[src/rtl/multicycle_controller_if.sv]
// Handshake and control bundle between the multicycle
// controller and the RV32I datapath / memories.
interface multicycle_controller_if #(
  parameter int CNT_WIDTH = 32
);
  logic                 run;
  logic [6:0]           opcode;
  logic                 branch_taken;
  logic                 imem_ready;
  logic                 dmem_ready;
  logic                 imem_req;
  logic                 ir_write;
  logic                 pc_write;
  logic                 pc_src;
  logic                 reg_write;
  logic                 mem_read;
  logic                 mem_write;
  logic [2:0]           state;
  logic                 halted;
  logic [1:0]           fault_code;
  logic [CNT_WIDTH-1:0] instret;

  modport master (
    input  run, opcode, branch_taken,
    input  imem_ready, dmem_ready,
    output imem_req, ir_write, pc_write,
    output pc_src, reg_write,
    output mem_read, mem_write,
    output state, halted, fault_code,
    output instret
  );

  modport slave (
    output run, opcode, branch_taken,
    output imem_ready, dmem_ready,
    input  imem_req, ir_write, pc_write,
    input  pc_src, reg_write,
    input  mem_read, mem_write,
    input  state, halted, fault_code,
    input  instret
  );
endinterface

[src/rtl/multicycle_controller.sv]
// Multi-cycle RV32I control FSM: sequences FETCH..WB,
// handshakes with memories, halts on faults, counts retires.
module multicycle_controller #(
  parameter int MEM_TIMEOUT = 15,
  parameter int CNT_WIDTH   = 32
) (
  input logic clk,
  input logic reset,
  multicycle_controller_if.master bus
);

  typedef enum logic [2:0] {
    S_FETCH   = 3'd0,
    S_DECODE  = 3'd1,
    S_EXECUTE = 3'd2,
    S_MEM     = 3'd3,
    S_WB      = 3'd4,
    S_HALT    = 3'd5
  } state_t;

  localparam logic [15:0] TO_LAST =
    16'(MEM_TIMEOUT - 1);

  state_t               state_q;
  state_t               state_n;
  logic [1:0]           fault_q;
  logic [1:0]           fault_n;
  logic [15:0]          wcnt_q;
  logic [CNT_WIDTH-1:0] instret_q;

  logic imem_req_r;
  logic ir_write_r;
  logic pc_write_r;
  logic pc_src_r;
  logic reg_write_r;
  logic mem_read_r;
  logic mem_write_r;

  logic [6:0] op;
  logic is_r, is_i, is_ld, is_st, is_br;
  logic is_jal, is_jalr, is_lui, is_auipc;
  logic is_fence, is_sys, is_legal;
  logic wait_cyc;
  logic to_hit;

  assign op       = bus.opcode;
  assign is_r     = op == 7'b0110011;
  assign is_i     = op == 7'b0010011;
  assign is_ld    = op == 7'b0000011;
  assign is_st    = op == 7'b0100011;
  assign is_br    = op == 7'b1100011;
  assign is_jal   = op == 7'b1101111;
  assign is_jalr  = op == 7'b1100111;
  assign is_lui   = op == 7'b0110111;
  assign is_auipc = op == 7'b0010111;
  assign is_fence = op == 7'b0001111;
  assign is_sys   = op == 7'b1110011;
  assign is_legal = is_r | is_i | is_ld
                  | is_st | is_br | is_jal
                  | is_jalr | is_lui
                  | is_auipc | is_fence;

  assign wait_cyc =
    (state_q == S_FETCH && bus.run &&
     !bus.imem_ready) ||
    (state_q == S_MEM && !bus.dmem_ready);

  assign to_hit = (MEM_TIMEOUT != 0) &&
                  (wcnt_q == TO_LAST);

  // Next-state, fault capture and raw strobes.
  always_comb begin
    state_n     = state_q;
    fault_n     = fault_q;
    imem_req_r  = 1'b0;
    ir_write_r  = 1'b0;
    pc_write_r  = 1'b0;
    pc_src_r    = 1'b0;
    reg_write_r = 1'b0;
    mem_read_r  = 1'b0;
    mem_write_r = 1'b0;
    unique case (state_q)
      S_FETCH: begin
        imem_req_r = bus.run;
        if (bus.run && bus.imem_ready) begin
          ir_write_r = 1'b1;
          state_n    = S_DECODE;
        end else if (wait_cyc && to_hit) begin
          state_n = S_HALT;
          fault_n = 2'd3;
        end
      end
      S_DECODE: begin
        unique case (1'b1)
          is_legal: state_n = S_EXECUTE;
          is_sys: begin
            state_n = S_HALT;
            fault_n = 2'd2;
          end
          default: begin
            state_n = S_HALT;
            fault_n = 2'd1;
          end
        endcase
      end
      S_EXECUTE: begin
        unique case (1'b1)
          is_br: begin
            pc_write_r = 1'b1;
            pc_src_r   = bus.branch_taken;
            state_n    = S_FETCH;
          end
          is_fence: begin
            pc_write_r = 1'b1;
            state_n    = S_FETCH;
          end
          is_ld, is_st: state_n = S_MEM;
          default: state_n = S_WB;
        endcase
      end
      S_MEM: begin
        mem_read_r  = is_ld;
        mem_write_r = is_st;
        if (bus.dmem_ready) begin
          if (is_ld) begin
            state_n = S_WB;
          end else begin
            pc_write_r = is_st;
            state_n    = S_FETCH;
          end
        end else if (to_hit) begin
          state_n = S_HALT;
          fault_n = 2'd3;
        end
      end
      S_WB: begin
        reg_write_r = 1'b1;
        pc_write_r  = 1'b1;
        pc_src_r    = is_jal | is_jalr;
        state_n     = S_FETCH;
      end
      S_HALT: state_n = S_HALT;
      default: state_n = S_FETCH;
    endcase
  end

  // State, fault, wait counter and retire counter.
  always_ff @(posedge clk) begin
    if (!reset) begin
      state_q   <= S_FETCH;
      fault_q   <= 2'd0;
      wcnt_q    <= 16'd0;
      instret_q <= '0;
    end else begin
      state_q <= state_n;
      fault_q <= fault_n;
      if (state_n != state_q)
        wcnt_q <= 16'd0;
      else if (wait_cyc)
        wcnt_q <= wcnt_q + 16'd1;
      if (pc_write_r)
        instret_q <= instret_q + 1'b1;
    end
  end

  assign bus.imem_req   = reset & imem_req_r;
  assign bus.ir_write   = reset & ir_write_r;
  assign bus.pc_write   = reset & pc_write_r;
  assign bus.pc_src     = reset & pc_src_r;
  assign bus.reg_write  = reset & reg_write_r;
  assign bus.mem_read   = reset & mem_read_r;
  assign bus.mem_write  = reset & mem_write_r;
  assign bus.state      = state_q;
  assign bus.halted     = state_q == S_HALT;
  assign bus.fault_code = fault_q;
  assign bus.instret    = instret_q;

endmodule
[src/flat_wrapper.sv]
// flat-port wrapper written by rule: the top's interface ports become plain ports
module multicycle_controller_flat 
#(
  parameter int MEM_TIMEOUT = 15,
  parameter int CNT_WIDTH   = 32
)
  (clk, reset, bus_run, bus_opcode, bus_branch_taken, bus_imem_ready, bus_dmem_ready, bus_imem_req, bus_ir_write, bus_pc_write, bus_pc_src, bus_reg_write, bus_mem_read, bus_mem_write, bus_state, bus_halted, bus_fault_code, bus_instret);
  multicycle_controller_if #(.CNT_WIDTH(CNT_WIDTH)) bus_i ();
  input logic clk;
  input logic reset;
  input wire logic [$bits(bus_i.run)-1:0] bus_run;
  input wire logic [$bits(bus_i.opcode)-1:0] bus_opcode;
  input wire logic [$bits(bus_i.branch_taken)-1:0] bus_branch_taken;
  input wire logic [$bits(bus_i.imem_ready)-1:0] bus_imem_ready;
  input wire logic [$bits(bus_i.dmem_ready)-1:0] bus_dmem_ready;
  output wire logic [$bits(bus_i.imem_req)-1:0] bus_imem_req;
  output wire logic [$bits(bus_i.ir_write)-1:0] bus_ir_write;
  output wire logic [$bits(bus_i.pc_write)-1:0] bus_pc_write;
  output wire logic [$bits(bus_i.pc_src)-1:0] bus_pc_src;
  output wire logic [$bits(bus_i.reg_write)-1:0] bus_reg_write;
  output wire logic [$bits(bus_i.mem_read)-1:0] bus_mem_read;
  output wire logic [$bits(bus_i.mem_write)-1:0] bus_mem_write;
  output wire logic [$bits(bus_i.state)-1:0] bus_state;
  output wire logic [$bits(bus_i.halted)-1:0] bus_halted;
  output wire logic [$bits(bus_i.fault_code)-1:0] bus_fault_code;
  output wire logic [$bits(bus_i.instret)-1:0] bus_instret;
  assign bus_i.run = bus_run;
  assign bus_i.opcode = bus_opcode;
  assign bus_i.branch_taken = bus_branch_taken;
  assign bus_i.imem_ready = bus_imem_ready;
  assign bus_i.dmem_ready = bus_dmem_ready;
  assign bus_imem_req = bus_i.imem_req;
  assign bus_ir_write = bus_i.ir_write;
  assign bus_pc_write = bus_i.pc_write;
  assign bus_pc_src = bus_i.pc_src;
  assign bus_reg_write = bus_i.reg_write;
  assign bus_mem_read = bus_i.mem_read;
  assign bus_mem_write = bus_i.mem_write;
  assign bus_state = bus_i.state;
  assign bus_halted = bus_i.halted;
  assign bus_fault_code = bus_i.fault_code;
  assign bus_instret = bus_i.instret;
  multicycle_controller #(.MEM_TIMEOUT(MEM_TIMEOUT), .CNT_WIDTH(CNT_WIDTH)) u_core (.clk(clk), .reset(reset), .bus(bus_i));
endmodule
[config.mk]
export PLATFORM = sky130hd
export DESIGN_NAME = multicycle_controller_flat
export DESIGN_NICKNAME = d
export VERILOG_FILES = /design/src/rtl/multicycle_controller_if.sv /design/src/rtl/multicycle_controller.sv /design/src/flat_wrapper.sv
export SDC_FILE = /design/constraint.sdc
export NUM_CORES = 1
export LEC_CHECK = 0
export CELL_PAD_IN_SITES_DETAIL_PLACEMENT = 1
export CELL_PAD_IN_SITES_GLOBAL_PLACEMENT = 1
export CORE_MARGIN = 2
export CORE_UTILIZATION = 34
export DETAILED_ROUTE_END_ITERATION = 10
export PLACE_DENSITY_LB_ADDON = 0.1
export SLEW_MARGIN = 5
export SYNTH_ARGS = -nofsm -noshare
export SYNTH_HDL_FRONTEND = slang
export SYNTH_SLANG_ARGS = --single-unit
[constraint.sdc]
create_clock -name clk -period 2.43 [get_ports clk]
set_input_delay 0.6075 -clock clk [delete_from_list [all_inputs] [get_ports clk]]
set_output_delay 0.6075 -clock clk [all_outputs]
set_load 0.005 [all_outputs]
=== After elaboration in Yosys (flattened, before gate mapping) ===
Index checks and enable logic that the tools add are counted.

* Logic and storage cells: 87
* Bits of input ports: 13
* Output and inout port bits: 45
* Register bits: 53

* Reduce and logical (&&, ||, !) cells: 14
* Add/subtract/negate cells: 2
* Mux-type cells: 26
* Eq/ne operators: 23
* Bitwise logic cells: 18

{| class="wikitable"
|+ Operator list
! operator !! count
|-
| $add 32x1->32 const B || 1
|-
| $eq 7x7->1 const B || 4
|-
| $eq 7x6->1 const B || 3
|-
| $mux 3 || 6
|-
| $add 16x1->16 const B || 1
|-
| $eq 16x4->1 const B || 1
|-
| $pmux 3 s5 || 1
|-
| $eq 7x5->1 const B || 2
|-
| $mux 1 || 10
|-
| $or 1x1->1 || 10
|-
| $mux 2 || 4
|-
| $ne 2x2->1 const B || 4
|-
| $and 1x1->1 || 7
|-
| $eq 7x2->1 const B || 1
|-
| $eq 7x4->1 const B || 1
|-
| $eq 3x2->1 const B || 2
|-
| $eq 3x3->1 const B || 2
|-
| $pmux 2 s3 || 1
|-
| $pmux 3 s2 || 1
|-
| $reduce_and 6->1 || 1
|-
| $reduce_or 2->1 || 3
|-
| $logic_and 1x1->1 || 5
|-
| $pmux 2 s2 || 1
|-
| $eq 3x1->1 const B || 1
|-
| 9 further kinds || 10
|}

=== Depth between registers and ports, before layout ===
Gate-level depths: netlist of run 1.

* Depth in word-level cells: 14
* Depth in mapped cells: 8
* Depth with buffers taken out: 7

=== Least setup slack after synthesis of run 1 ===
OpenSTA, ideal clock, no wires.

* Path kind: input -> register
* Start: input port bus_opcode[5]
* End: register u_core.instret_q[18], in the netlist u_core.bus.instret[18]
* Buffers on the path: 1
* Required time: 2360 ps
* Library setup time: 70 ps
* Path slack: 81 ps
* Arrival: 2279 ps
* Stages on the path: 6
* Path through: buf_2 -> nor4bb_1 -> o211a_1 -> o211ai_1 -> or4_1 -> a21oi_1

* Word-level cells in the longest chain between the ends: 4
* Elaborated cells on any way between the ends: 9
* Those cells by class: eq/ne (4); mux (4); reduce/logical (1)

{| class="wikitable"
|+ Ends and longest elaborated chain
! element !! line !! RTL
|-
| start, declared || flat_wrapper.sv:12 || <nowiki>input wire logic [$bits(bus_i.opcode)-1:0] bus_opcode;</nowiki>
|-
| $eq 7x6->1, or another cell as far along || multicycle_controller.sv:50 || <nowiki>assign is_st = op == 7'b0100011;</nowiki>
|-
| $mux 1 or $reduce_or 2->1 (tied branches) || - ||
|-
| $mux 1, on equally long branches || multicycle_controller.sv:124, multicycle_controller.sv:107 ||
|-
| $pmux 1 s3 (*) || multicycle_controller.sv:82 || <nowiki>unique case (state_q)</nowiki>
|-
| end signal, assigned || multicycle_controller.sv:162 || <nowiki>instret_q <= instret_q + 1'b1;</nowiki>
|-
| end, declared || multicycle_controller.sv:29 || <nowiki>logic [CNT_WIDTH-1:0] instret_q;</nowiki>
|}

Every way passes the cells marked *; elsewhere a longest branch is shown, timed or not.
A chain may end at the register's enable or synchronous reset.

=== Final worst setup path of run 1 ===
* Start: input port bus_opcode[5]
* End: output port bus_pc_write

* Word-level cells in the longest chain between the ends: 5
* Elaborated cells on any way between the ends: 10
* Those cells by class: eq/ne (4); mux (4); bitwise (1); reduce/logical (1)

{| class="wikitable"
|+ Ends and longest elaborated chain
! element !! line !! RTL
|-
| $eq 7x6->1, or another cell as far along || multicycle_controller.sv:50 ||
|-
| $mux 1 or $reduce_or 2->1 (tied branches) || - ||
|-
| $mux 1, on equally long branches || multicycle_controller.sv:124, multicycle_controller.sv:107 ||
|-
| $pmux 1 s3 (*) || multicycle_controller.sv:82 ||
|-
| $and 1x1->1 (*) || multicycle_controller.sv:168 || <nowiki>assign bus.pc_write = reset & pc_write_r;</nowiki>
|-
| end, declared || flat_wrapper.sv:18 || <nowiki>output wire logic [$bits(bus_i.pc_write)-1:0] bus_pc_write;</nowiki>
|}

Marked as above.

==> results_dict.tcl, run 1 <==
set metrics [dict create \
    drtIter0Drc 74 \
    clock_latency_ps 310 \
    fp.dieW_um 97.2 \
    final_nets 495 \
    cts.hold.buffers_added 0 \
    outcome "completed" \
    gr-total-overflow 0 \
    clk_pin_slew_ps 100 \
    globalplace.congestion 0.811 \
    fp-row-count 34 \
    drt-pass1-iter-count 4 \
    setup_violations 0 \
    slew_viol_final 0 \
    yosys.area.top_type "dfxtp_1" \
    p_per_area_nw_per_um2 384 \
    clkSinkCount 53 \
    fin_crit_ps 2390 \
    ys_types 60 \
    cp-end-kind "output pin" \
    io_buffers 57 \
    n_fill_cell 1066 \
    postSynthCellCount 366 \
    initial_utilization_pct 34.4 \
    endpoint "bus_pc_write" \
    finalWirelength_um 9310 \
    crit_required_ps 1820 \
    yosysWarnings 0 \
    final_antenna_net_count 0 \
    drive_gt1_share_pct 20.6 \
    grt_pass1_wl_um 15800 \
    max_freq_mhz 419 \
    pre_cts_ws_ps -635 \
    worstSetupPathType "input pin to output pin" \
    grt_max_degree 34 \
    tightest_slew_ps 473 \
    cts_tree "done" \
    slew_headroom_pct 68.1 \
    synth.most_common_cell "dfxtp_1" \
    die_area_um2 9450 \
    synth_top_area_share_pct 35.9 \
    core_um2 8590 \
    viasPerCell 5.50 \
    maxCapViolations 0 \
    path_max_fanout 4 \
    hold_viol_final 0 \
    r2r-start "u_core.bus.state[1]$_SDFF_PN0_" \
    synth_common_cells "dfxtp_1 (53), a21oi_1 (37), nand2_1 (27), nor3_1 (24), nor2_1 (19)" \
    num_vias 3236 \
    p_leak_uw 0.00154 \
    synth-seq-cells 53 \
    cp.arrival_ps 1780 \
    startpoint "bus_opcode[5]" \
    die_h_um 97.2 \
    grt_antenna_before_repair 0 \
    dpl_cell_area_um2 4010 \
    grt_pass1_vias 3237 \
    grt_usage_pct 19.7 \
    diodes 0 \
    syn_avg_cell_area_um2 8.07 \
    synth-async-reset-ratio_pct 0 \
    stdcell_area_um2 4230 \
    cts-root-buf "clkbuf_8" \
    h-tree-depth 2 \
    wl_per_cell_um 15.8 \
    fin_skew_ps 9.81 \
    num_io_pins 58 \
    fin_crit_sh_pct 98.2 \
    syn_to_final_growth_pct 43.1 \
    syn_nets 382 \
    drc 0 \
    synth_area_um2 2960 \
    ys.flop_type "dfxtp_1" \
    synth_edf_count 0 \
    reg2reg_depth 8 \
    ys_seq_area_share_pct 35.9 \
    rr_endpoint "u_core.bus.instret[18]$_SDFFE_PN0P_" \
    vdd_drop_max_mv 0.219 \
    cts_made_buffers 5 \
    hp-class "flop to flop" \
    cp-start-kind "input pin" \
    regToRegSetupSlack_ps 170 \
    clk_path_buf_depth 2 \
    fin_ws_ps 43.2 \
    dp_hpwl_um 6720 \
    synth_top_cells_by_area "dfxtp_1 (36%), a21oi_1 (6.3%), nor3_1 (4.1%)" \
]
stage by stage:
stage / hold WS, ps / utilization, % / std cells / power [µW] / setup TNS [ps]
after floorplan: 441 / - / 366 / 996 / 0
after global placement: 434 / 46.7 / 570 / 1110 / -15110
after detailed placement: 446 / 46.7 / 570 / 1120 / -18660
after CTS: 461 / 48.7 / 585 / 1650 / -125
after global routing: 507 / 49.2 / 588 / 1710 / -45.2
final: 459 / 49.2 / 588 / 1620 / 0
layout make-up:
cell class | count | area [µm²] | area share [%]
Clock buffer | 6 | 72.6 | 1.72
Clock inverter | 2 | 13.8 | 0.326
Inverter | 19 | 72.6 | 1.72
Multi-Input combinational cell | 279 | 1830 | 43.2
Sequential cell | 53 | 1070 | 25.2
Tap cell | 108 | 135 | 3.20
Timing Repair Buffer | 121 | 1040 | 24.6
placed cells by master, fill, tap and decap left out, drive strengths merged, types with 10 or more instances in the layout:
cell           instances
nand4                 16
nor3                  25
nor2                  19
or3                   15
o21ai                 18
nand3                 16
buf                   68
nand2                 27
xnor2                 10
o31ai                 13
a21oi                 37
or4                   11
dfxtp                 53
inv                   19
clkdlybuf4s50         39
per-layer routing:
| layer | vias up | wire [µm] | GRT usage (%) |
|---|---|---|---|
| met2 | 57 | 4510 | 34.6 |
| li1 | 1612 | - | - |
| met5 | - | 0 | 0 |
| met3 | 8 | 315 | 2.59 |
| met4 | 0 | 88 | 3.63 |
| met1 | 1559 | 4390 | 26.3 |
registers in the layout (all words and copies together) (netlist names):
signal                 count
u_core.bus.fault_code      2
u_core.bus.instret        32
u_core.bus.state           3
u_core.wcnt_q             16
critical path, stage by stage:
cell             delay (ps)
clkdlybuf4s15_2         230
nor4bb_4                320
o211a_1                 260
nor2_2                   60
nor2_1                   70
dlygate4sd2_1           230
worst min path at each step:
stage | startpoint | end | slack, ps | cells past startpoint
floorplan | u_core.bus.fault_code[1]$_SDFFE_PN0P_ | u_core.bus.fault_code[1]$_SDFFE_PN0P_ | 440 | 2
global placement | u_core.bus.fault_code[1]$_SDFFE_PN0P_ | u_core.bus.fault_code[1]$_SDFFE_PN0P_ | 430 | 2
detailed placement | u_core.bus.fault_code[1]$_SDFFE_PN0P_ | u_core.bus.fault_code[1]$_SDFFE_PN0P_ | 450 | 2
CTS | u_core.bus.fault_code[1]$_SDFFE_PN0P_ | u_core.bus.fault_code[1]$_SDFFE_PN0P_ | 460 | 2
global route | u_core.bus.fault_code[1]$_SDFFE_PN0P_ | u_core.bus.fault_code[1]$_SDFFE_PN0P_ | 510 | 2
finish | u_core.bus.fault_code[1]$_SDFFE_PN0P_ | u_core.bus.fault_code[1]$_SDFFE_PN0P_ | 460 | 2
power breakdown:
group	switching (µW)	internal, µW
registers	8.05	877
logic	114	109
clock network	308	207
cell families after synthesis:
kind of cell	count (synthesis)	share of synthesized area, %
muxes	2	0.677
adders and majority gates	3	1.27
xor gates and xnor gates	18	5.33
and+or+nand+nor	162	31.3
buffers and inverters	34	4.74
AOI/OAI and AO/OA	94	20.8
DFF	53	35.9
timing repair:
action	CTS	global route
endpoints found under the setup margin	37	6
gates resized for setup	41	15
setup buffers	8	3
pin swaps	9	6
No activity file was read; power rests on OpenSTA's default activity.
==> inputs of run 2 (changes only) <==
Settings changed: SLEW_MARGIN 5 to 30.
Clock period 2.43 ns to 2 ns, I/O delays scaled along.
==> run 2 against run 1 <==
The flow now finishes with violations (negative setup slack). Via count up 16%. Critical path depth up 2. Largest cell class unchanged. Sequential power up 22%. Clock power up 28%. Register-to-register slack worse by 420 ps. Clock skew down 4.8 ps. Die area unchanged.
==> results_dict.tcl, run 2 (synthesis results as in run 1) <==
set metrics [dict create \
    n_fill_cell 974 \
    grt_pass1_wl_um 18800 \
    drive_gt1_share_pct 46.0 \
    cts_made_buffers 5 \
    io_buffers 57 \
    outcome "finished with violations" \
    pre_cts_ws_ps -921 \
    gr-total-overflow 0 \
    max_freq_mhz 444 \
    viasPerCell 5.78 \
    num_io_pins 58 \
    grt_antenna_before_repair 0 \
    core_um2 8590 \
    final_cell_mix "buf_4 (88), dfxtp_1 (45), clkdlybuf4s50_1 (37)" \
    p_sw_share_pct 28.0 \
    maxCapViolations 0 \
    grt_pass1_vias 3752 \
    min_to "u_core.bus.fault_code[1]$_SDFFE_PN0P_" \
    regArea_um2 1070 \
    p_per_area_nw_per_um2 408 \
    regToRegSetupSlack_ps -250 \
    cts.hold.buffers_added 0 \
    drc 0 \
    slew_viol_final 0 \
    fp-row-count 34 \
    p_clk_share_pct 30.4 \
    r2r-start "u_core.bus.state[0]$_SDFF_PN0_" \
    p_seq_share_pct 49.7 \
    fp.dieW_um 97.2 \
    tightest_slew_ps 416 \
    syn_to_final_growth_pct 79.8 \
    fin_ws_ps -250 \
    rsz0062_at_grt "true" \
    whs_path_depth 2 \
    diodes 0 \
    final_nets 555 \
    tns_ps -5050 \
    slew_headroom_pct 72.3 \
    drt-pass1-iter-count 4 \
    fin_crit_sh_pct 112 \
    wl_per_cell_um 20.8 \
    vdd_drop_max_mv 0.327 \
    cts-root-buf "clkbuf_8" \
    multi_input_area_um2 2270 \
    dp_hpwl_um 7290 \
    largest_reg_flops 32 \
    clock_latency_ps 310 \
    cp-end-kind "flop" \
    hold_viol_final 0 \
    p_leak_uw 0.00202 \
    p_switching_uw 607 \
    combPwrFrac_pct 19.9 \
    cts_tree "done" \
    path_max_fanout 8 \
    clk_pin_slew_ps 100 \
    worstSetupPathType "flop to flop" \
    clk_path_buf_depth 2 \
    rr_endpoint "u_core.bus.instret[18]$_SDFFE_PN0P_" \
    grt_usage_pct 23.9 \
    hp-class "flop to flop" \
    finalWirelength_um 13500 \
    globalplace.congestion 0.827 \
    cp.arrival_ps 2500 \
    grt_max_degree 31 \
    final_antenna_net_count 0 \
    drtIter0Drc 107 \
    internal-power_uw 1560 \
    setup_violations 45 \
    initial_utilization_pct 34.4 \
    layout_commonest_cell "buf_4" \
    cp-start-kind "flop" \
    h-tree-depth 2 \
    num_vias 3742 \
    die_h_um 97.2 \
    reg2reg_depth 8 \
    clkSinkCount 53 \
    crit_required_ps 2250 \
    min_from "u_core.bus.fault_code[1]$_SDFFE_PN0P_" \
    fin_skew_ps 5.03 \
    fin_crit_ps 2250 \
    violations "negative setup slack" \
    die_area_um2 9450 \
]
[run 2: per-layer routing]
metal | track usage (%) | share of wire [%] | vias to the layer above
met5 | 0 | 0 | -
met4 | 4.81 | 2.9 | 0
met3 | 2.81 | 2.7 | 38
met2 | 44.4 | 53 | 101
met1 | 29.7 | 42 | 1872
li1 | - | - | 1731
[run 2: cell type report]
type,count,share of cell area (%)
Clock buffer,6,1.55
Clock inverter,1,0.141
Inverter,19,1.37
Multi-Input combinational cell,279,42.8
Sequential cell,53,20.2
Tap cell,108,2.54
Timing Repair Buffer,181,31.4
[run 2: worst max-delay path: stages, from the launching register on]
cell and delay (ps):
dfxtp_2 360, buf_4 150, nor3b_1 340, a41o_1 230, buf_6 140, o211ai_1 90
buf_4 200, or4_4 540, a21oi_2 140
[run 2: power groups by stage]
stage | clock (µW) | sequential (µW) | combinational [µW]
after global placement | 0 | 1100 | 284
after CTS | 658 | 1070 | 354
after floorplan | 0 | 1100 | 120
after detailed placement | 0 | 1100 | 291
final | 659 | 1080 | 432
after global routing | 710 | 1080 | 453
[run 2: metrics by stage]
stage	hold slack (ps)	instances	power (µW)	area, µm²	util, %
CTS	459	635	2090	4930	57.4
floorplan	441	366	1220	3040	-
finish	453	647	2170	5310	61.8
global placement	438	603	1380	4350	50.6
global route	497	647	2240	5310	61.8
detailed placement	441	603	1390	4350	50.6
[run 2: worst max path at each step]
stage | from | end | slack (ps) | depth (start not counted)
global route | u_core.bus.state[0]$_SDFF_PN0_ | u_core.wcnt_q[1]$_SDFFE_PP0N_ | -360 | 11
global placement | bus_opcode[2] | bus_pc_write | -870 | 6
floorplan | bus_opcode[5] | u_core.bus.instret[18]$_SDFFE_PN0P_ | -30 | 6
detailed placement | bus_opcode[2] | bus_pc_write | -920 | 6
CTS | u_core.bus.state[0]$_SDFF_PN0_ | u_core.wcnt_q[14]$_SDFFE_PP0N_ | -180 | 6
finish | u_core.bus.state[0]$_SDFF_PN0_ | u_core.bus.instret[18]$_SDFFE_PN0P_ | -250 | 8
[run 2: repair_timing]
| item | CTS | global route |
|---|---|---|
| buffers inserted | 23 | 17 |
| gates resized for setup | 139 | 91 |
| gates cloned | 4 | 0 |
| pin swaps | 60 | 47 |
| endpoints found under the setup margin | 59 | 54 |
==> inputs of run 3 (changes only) <==
Settings changed: CTS_CLUSTER_DIAMETER from default to 50.
==> results of run 3 <==
The final DEF is identical to that of run 2; final timing and power are the same.
